===== src/rtl/flag_sync_pkg.sv =====
// Shared constants and helpers for the multi-channel receive-side flag synchronizer.
// Holds the width derivations and the parameter legality rule used by the top level.
package flag_sync_pkg;

  localparam int DEF_N_CH        = 4;
  localparam int DEF_SYNC_STAGES = 3;
  localparam int DEF_CNT_W       = 8;
  localparam int MAX_N_CH        = 32;
  localparam int MIN_SYNC_STAGES = 2;

  function automatic int clog2(input int v);
    int r;
    r = 0;
    for (int i = 0; i < 31; i++) begin
      r = ((32'd1 << i) < v) ? i + 1 : r;
    end
    return r;
  endfunction

  // Channel index width never collapses to zero, even for a single channel
  function automatic int chWidth(input int nCh);
    return (clog2(nCh) < 1) ? 1 : clog2(nCh);
  endfunction

  function automatic bit paramsLegal(input int nCh, input int syncStages, input int cntW);
    return (nCh >= 1) && (nCh <= MAX_N_CH) && (syncStages >= MIN_SYNC_STAGES) && (cntW >= 1);
  endfunction

  function automatic logic [5:0] popcount32(input logic [31:0] v);
    logic [5:0] c;
    c = 6'd0;
    for (int i = 0; i < 32; i++) begin
      c = c + {5'd0, v[i]};
    end
    return c;
  endfunction

endpackage


===== src/rtl/flag_sync_rx_array_chan.sv =====
// One receive channel: toggle synchronizer, edge detect, sticky pending and overflow flags.
// A detect coinciding with this channel's own consume re-arms pend instead of dropping.
module flag_sync_chan
  import flag_sync_pkg::*;
#(
  parameter int SYNC_STAGES = DEF_SYNC_STAGES
) (
  input  logic clk,
  input  logic rst_n,
  input  logic flagTgl,
  input  logic armed,
  input  logic consume,
  input  logic ovfClr,
  output logic drop,
  output logic flagPulse,
  output logic pend,
  output logic ovf
);

  (* ASYNC_REG = "TRUE" *) logic [SYNC_STAGES-1:0] sync_r;
  logic hist_r;
  logic flagPulse_r;
  logic pend_r;
  logic ovf_r;
  logic det_s;
  logic drop_s;
  logic pendNext_s;
  logic ovfNext_s;

  // Edge detect plus next-state of the sticky pending and overflow flags
  always_comb begin
    det_s  = armed & (sync_r[SYNC_STAGES-1] ^ hist_r);
    drop_s = det_s & pend_r & ~consume;
    if (det_s) begin
      pendNext_s = 1'b1;
    end else if (consume) begin
      pendNext_s = 1'b0;
    end else begin
      pendNext_s = pend_r;
    end
    if (drop_s) begin
      ovfNext_s = 1'b1;
    end else if (ovfClr) begin
      ovfNext_s = 1'b0;
    end else begin
      ovfNext_s = ovf_r;
    end
  end

  // Synchronizer chain, history flop and registered channel state
  always_ff @(posedge clk or negedge rst_n) begin
    if (!rst_n) begin
      sync_r      <= '0;
      hist_r      <= 1'b0;
      flagPulse_r <= 1'b0;
      pend_r      <= 1'b0;
      ovf_r       <= 1'b0;
    end else begin
      sync_r      <= {sync_r[SYNC_STAGES-2:0], flagTgl};
      hist_r      <= sync_r[SYNC_STAGES-1];
      flagPulse_r <= det_s;
      pend_r      <= pendNext_s;
      ovf_r       <= ovfNext_s;
    end
  end

  assign drop      = drop_s;
  assign flagPulse = flagPulse_r;
  assign pend      = pend_r;
  assign ovf       = ovf_r;

endmodule


===== src/rtl/flag_sync_rx_array.sv =====
// Multi-channel toggle-flag receiver: per-channel synchronizers, warm-up gating,
// round-robin event offer with ack toggles, and a saturating drop counter.
module flag_sync_rx_array
  import flag_sync_pkg::*;
#(
  parameter int N_CH        = DEF_N_CH,
  parameter int SYNC_STAGES = DEF_SYNC_STAGES,
  parameter int CNT_W       = DEF_CNT_W,
  localparam int CH_W       = chWidth(N_CH)
) (
  input  logic             clk,
  input  logic             rst_n,
  input  logic [N_CH-1:0]  flag_tgl_in,
  output logic [N_CH-1:0]  flag_pulse,
  output logic [N_CH-1:0]  pend,
  output logic             evt_valid,
  output logic [CH_W-1:0]  evt_ch,
  input  logic             evt_ready,
  output logic [N_CH-1:0]  ack_tgl_out,
  output logic [N_CH-1:0]  ovf,
  input  logic [N_CH-1:0]  ovf_clr,
  output logic [CNT_W-1:0] drop_cnt,
  input  logic             cnt_clr
);

  localparam int WARM_W                   = clog2(SYNC_STAGES + 2);
  localparam logic [WARM_W-1:0] WARM_DONE = WARM_W'(SYNC_STAGES + 1);
  localparam logic [CH_W:0] N_CH_EXT      = (CH_W + 1)'(N_CH);
  localparam logic [CH_W-1:0] LAST_CH     = CH_W'(N_CH - 1);
  localparam int SUM_W                    = CNT_W + 6;
  localparam logic [CNT_W-1:0] CNT_MAX    = {CNT_W{1'b1}};

  if (!paramsLegal(N_CH, SYNC_STAGES, CNT_W)) begin : gBadParams
    $error("flag_sync_rx_array: illegal N_CH / SYNC_STAGES / CNT_W");
  end

  logic [WARM_W-1:0] warmCnt_r;
  logic [CH_W-1:0]   rrPtr_r;
  logic [N_CH-1:0]   ackTgl_r;
  logic [CNT_W-1:0]  dropCnt_r;

  logic                armed_s;
  logic [N_CH-1:0]     drop_s;
  logic [2*N_CH-1:0]   rot_s;
  logic                found_s;
  logic [CH_W:0]       pick_s;
  logic [CH_W-1:0]     evtCh_s;
  logic                hs_s;
  logic [N_CH-1:0]     consume_s;
  logic [CH_W-1:0]     nextPtr_s;
  logic [5:0]          dropCount_s;
  logic [CNT_W-1:0]    cntBase_s;
  logic [SUM_W-1:0]    cntSum_s;
  logic [CNT_W-1:0]    dropCntNext_s;

  assign armed_s = (warmCnt_r == WARM_DONE);

  for (genvar i = 0; i < N_CH; i++) begin : gChan
    flag_sync_chan #(
      .SYNC_STAGES(SYNC_STAGES)
    ) uChan (
      .clk       (clk),
      .rst_n     (rst_n),
      .flagTgl   (flag_tgl_in[i]),
      .armed     (armed_s),
      .consume   (consume_s[i]),
      .ovfClr    (ovf_clr[i]),
      .drop      (drop_s[i]),
      .flagPulse (flag_pulse[i]),
      .pend      (pend[i]),
      .ovf       (ovf[i])
    );
  end

  // Round-robin pick: rotate pend down by rrPtr, take the lowest set bit, map back
  always_comb begin
    rot_s   = {pend, pend} >> rrPtr_r;
    found_s = 1'b0;
    pick_s  = {1'b0, rrPtr_r};
    for (int k = 0; k < N_CH; k++) begin
      if (!found_s && rot_s[k]) begin
        found_s = 1'b1;
        pick_s  = {1'b0, rrPtr_r} + (CH_W + 1)'(k);
      end else begin
        found_s = found_s;
      end
    end
    if (!found_s) begin
      evtCh_s = '0;
    end else if (pick_s >= N_CH_EXT) begin
      evtCh_s = CH_W'(pick_s - N_CH_EXT);
    end else begin
      evtCh_s = pick_s[CH_W-1:0];
    end
    hs_s = found_s & evt_ready;
    if (hs_s) begin
      consume_s = N_CH'(1'b1) << evtCh_s;
    end else begin
      consume_s = '0;
    end
    if (evtCh_s == LAST_CH) begin
      nextPtr_s = '0;
    end else begin
      nextPtr_s = evtCh_s + CH_W'(1'b1);
    end
  end

  // Saturating drop accumulation; a clear only discards the previous total
  always_comb begin
    dropCount_s = popcount32(32'(drop_s));
    if (cnt_clr) begin
      cntBase_s = '0;
    end else begin
      cntBase_s = dropCnt_r;
    end
    cntSum_s = SUM_W'(cntBase_s) + SUM_W'(dropCount_s);
    if (cntSum_s > SUM_W'(CNT_MAX)) begin
      dropCntNext_s = CNT_MAX;
    end else begin
      dropCntNext_s = cntSum_s[CNT_W-1:0];
    end
  end

  // Warm-up counter, arbiter pointer, ack toggles and drop counter
  always_ff @(posedge clk or negedge rst_n) begin
    if (!rst_n) begin
      warmCnt_r <= '0;
      rrPtr_r   <= '0;
      ackTgl_r  <= '0;
      dropCnt_r <= '0;
    end else begin
      if (!armed_s) begin
        warmCnt_r <= warmCnt_r + WARM_W'(1'b1);
      end else begin
        warmCnt_r <= warmCnt_r;
      end
      if (hs_s) begin
        rrPtr_r <= nextPtr_s;
      end else begin
        rrPtr_r <= rrPtr_r;
      end
      ackTgl_r  <= ackTgl_r ^ consume_s;
      dropCnt_r <= dropCntNext_s;
    end
  end

  assign evt_valid   = found_s;
  assign evt_ch      = evtCh_s;
  assign ack_tgl_out = ackTgl_r;
  assign drop_cnt    = dropCnt_r;

endmodule


===== config.mk =====
export PLATFORM = sky130hd
export DESIGN_NAME = flag_sync_rx_array
export DESIGN_NICKNAME = d
export VERILOG_FILES = /design/src/rtl/flag_sync_pkg.sv /design/src/rtl/flag_sync_rx_array_chan.sv /design/src/rtl/flag_sync_rx_array.sv
export SDC_FILE = /design/constraint.sdc
export NUM_CORES = 1
export LEC_CHECK = 0
export CAP_MARGIN = 10
export CELL_PAD_IN_SITES_DETAIL_PLACEMENT = 1
export CELL_PAD_IN_SITES_GLOBAL_PLACEMENT = 1
export CORE_UTILIZATION = 40
export DETAILED_ROUTE_END_ITERATION = 10
export PLACE_DENSITY_LB_ADDON = 0.1
export SYNTH_ARGS = -nofsm -noshare
export SYNTH_HDL_FRONTEND = slang
export SYNTH_SLANG_ARGS = --single-unit
export TNS_END_PERCENT = 30

===== constraint.sdc =====
create_clock -name clk -period 3.8 [get_ports clk]
set_input_delay 0.76 -clock clk [delete_from_list [all_inputs] [get_ports clk]]
set_output_delay 0.76 -clock clk [all_outputs]
set_load 0.02 [all_outputs]

==> out/qor.yml <==
yosysSeqAreaShare_pct: 57.51
critPathMaxFanout: 7
ant_nets: 0
antenna_cells: 0
endpoint_kind: "register"
p_switching_w: 0.0007316
synthCells: 168
met3_usage_pct: 4.444
cts.clk_slew.worst_paths_ns: 0.09
grt.met2_usage_pct: 30.08
cts.sinks: 45
drt_iter0_drc: 63
cts_tree: "yes"
start_util_pct: 41.46
multi_input_area_sq_um: 683.2
setup_tns_ns: 0
drc: 0
critPathKind: "register to register"
worstPathRequired_ns: 4.02
die_w_microns: 71.97
synth_top_area_cell: "dfrtp_1"
port-buffer-count: 38
busiest_layer: "met2"
holdWs_ns: 0.3549
rsz0062_at_grt: "no"
vias: 1309
syn_avg_cell_area_sq_um: 11.66
finalCriticalPeriod_ns: 3.548
grt_pass1_wl_mm: 6.879
use_met1_pct: 21.92
track_usage_pct: 17.87
hold_viol: 0
setup_viol: 0
sequentialPowerShare_pct: 36.0
placementRows: 25
grt_max_degree: 46
ys.warnings.count: 0
p_leak_nw: 1.085
skew_ns: 0.003359
clk_latency_ns: 0.30
syn2layout_area_growth_pct: 25.11
cts.hold.buffers_added: 0
synth-seq-cells: 45
synth_top_area_share_pct: 57.51
dr.pass1.iters: 4
worstMarginPinSlew_ns: 0.9863
fin_nets: 223
core_region_area_sq_mm: 0.004723
routabilityCongestion: 0.8362
regArea_sq_mm: 0.001127
die_y_microns: 71.97
ir_worst_vdd_mv: 0.2567
sw_frac_of_total_pct: 37.91
maxCapViolCount: 0
die-area_sq_mm: 0.005179
antenna_found_initial: 0
max_slew_margin_pct: 34.25
ctsRootBufferMaster: "clkbuf_8"
p_int_w: 0.001198
grt_overflow: 0
clock_power_share_pct: 19.5
min_period_over_period_pct: 93.36
drv_slew: 0
post_drt_wl_per_cell_microns: 15.11
crit_arrival_ns: 3.77
p_per_area_mw_per_mm2: 787.8
grt_pass1_vias: 1423
fmax_mhz: 281.9
hp-class: "register to register"
htree_levels: 2
num_io_pins: 39
cts_buffers: 5
ctsResizeCount: 0
syn-num-nets: 190
drive_gt1_share_pct: 8.416
cp-start-kind: "register"
yosys-top-cells-area: "dfrtp_1, buf_4, ha_1"
status: "complete, no violations"
max-clock-path-buffers: 2
nFillCells: 504
cts_setup_buffers: 0
place_hpwl_mm: 3.095
synth_area_sq_mm: 0.001958
p_comb_share_pct: 44.5
wl_mm: 4.064
ys_types: 34
viasPerCell: 4.866
==> synth_stat cells, drive strengths merged <==
library cell,number
buf,13
a31oi,1
o31ai,1
nand3,6
or2b,1
a21oi,4
and4b,1
o22ai,2
o21ai,6
a21o,5
and3,1
nor2b,4
nand2,12
nor2,12
ha,7
and2,2
o211ai,1
inv,13
mux2,1
o2111a,1
a211oi,4
mux2i,2
dfrtp,45
o21bai,1
nand4,2
or4,1
nand2b,4
nor3,1
a41oi,1
xnor2,9
fa,3
clkbuf,1
==> registers in the layout (all words and copies together) (netlist names) <==
name                   flops
gChan.uChan.ovf            4
gChan.uChan.pend           4
gChan.uChan.sync_r        12
gChan.uChan.hist_r         4
gChan.uChan.flagPulse      4
ack_tgl_out                4
warmCnt_r                  3
drop_cnt                   8
rrPtr_r                    2
==> placed cells by master, fill, tap and decap left out, types with 2 or more instances in the layout <==
master / n
mux2i_1: 2
fa_1: 2
inv_6: 2
clkdlybuf4s50_1: 37
nand3_1: 6
ha_1: 7
inv_1: 13
o21ai_0: 6
dfrtp_1: 44
xnor2_1: 9
a211oi_1: 4
nand4_1: 2
o22ai_1: 2
buf_4: 2
a21oi_1: 4
clkbuf_8: 5
nand2b_1: 4
nor2_1: 12
nand2_1: 12
a21o_1: 5
nor2b_1: 3
==> power by group through the flow <==
stage / clock (W) / sequential (W) / combinational, W
3_3_place_gp: 0 / 0.000692 / 0.000815
3_5_place_dp: 0 / 0.000702 / 0.000856
4_1_cts: 0.000389 / 0.000694 / 0.000859
5_1_grt: 0.000407 / 0.000713 / 0.000937
2_1_floorplan: 0 / 0.000718 / 0.000508
6_report: 0.000377 / 0.000695 / 0.000858
==> final cells by class <==
type                    instances  share of cell area, %
clock inverters                 3                  1.941
clock buffers                   5                  2.809
flip-flops and latches         45                  46.02
repair buffers                 40                  15.93
well taps                      67                  3.422
inverters                      13                  1.992
multi-input cells              96                  27.89
==> kinds of logic (layout without fill, tap and decap cells) <==
kind of cell / after synthesis / after routing / share of synthesized area [%]
buf+inv: 27 / 61 / 7.860
compound gates: 27 / 27 / 9.138
xor+xnor: 9 / 9 / 4.026
fa+ha+maj: 10 / 10 / 7.540
flops: 45 / 45 / 57.51
simple gates: 47 / 47 / 12.14
mux: 3 / 3 / 1.789
==> final timing paths <==
check                                                      to  cells past startpoint  slack, ns                               start
hold reg to reg            gChan[3].uChan.sync_r[1]$_DFF_PN0_                      0       0.35  gChan[3].uChan.sync_r[0]$_DFF_PN0_
min in group asynchronous            warmCnt_r[2]$_DFFE_PN0P_                      1       0.61                               rst_n
max in group asynchronous     gChan[0].uChan.pend$_DFFE_PN0P_                      1       2.52                               rst_n
hold / removal             gChan[3].uChan.sync_r[1]$_DFF_PN0_                      0       0.35  gChan[3].uChan.sync_r[0]$_DFF_PN0_
setup / recovery                        drop_cnt[6]$_DFF_PN0_                     14       0.25     gChan[0].uChan.pend$_DFFE_PN0P_
setup reg to reg                        drop_cnt[6]$_DFF_PN0_                     14       0.25     gChan[0].uChan.pend$_DFFE_PN0P_
==> per-stage QoR <==
step	utilization (%)	power (W)	instances	worst slack, ns	cell area [sq um]
final	51.87	0.001930	269	0.2522	2450
after global routing	51.87	0.002057	269	0.02908	2450
after CTS	51.74	0.001943	269	0.1368	2444
after detailed placement	49.27	0.001558	261	0.1613	2327
after global placement	49.27	0.001506	261	0.4183	2327
after floorplan	-	0.001226	168	0.05184	1958
==> per-layer routing <==
layer	vias up	wire, microns
met5	-	0
met4	0	89
met3	9	137
met2	31	2061
met1	662	1775
li1	607	-
==> worst max-delay path, stage by stage (launching register included) <==
cell	delay, ns
dfrtp_2	0.43
or2b_1	0.26
nor2b_1	0.14
o22ai_1	0.25
inv_1	0.13
ha_1	0.22
nand2_1	0.10
nand3_1	0.13
fa_1	0.51
fa_1	0.42
inv_1	0.10
fa_2	0.27
and2_1	0.17
nand4_1	0.12
mux2i_1	0.19
No activity file was read; power rests on OpenSTA's default activity.
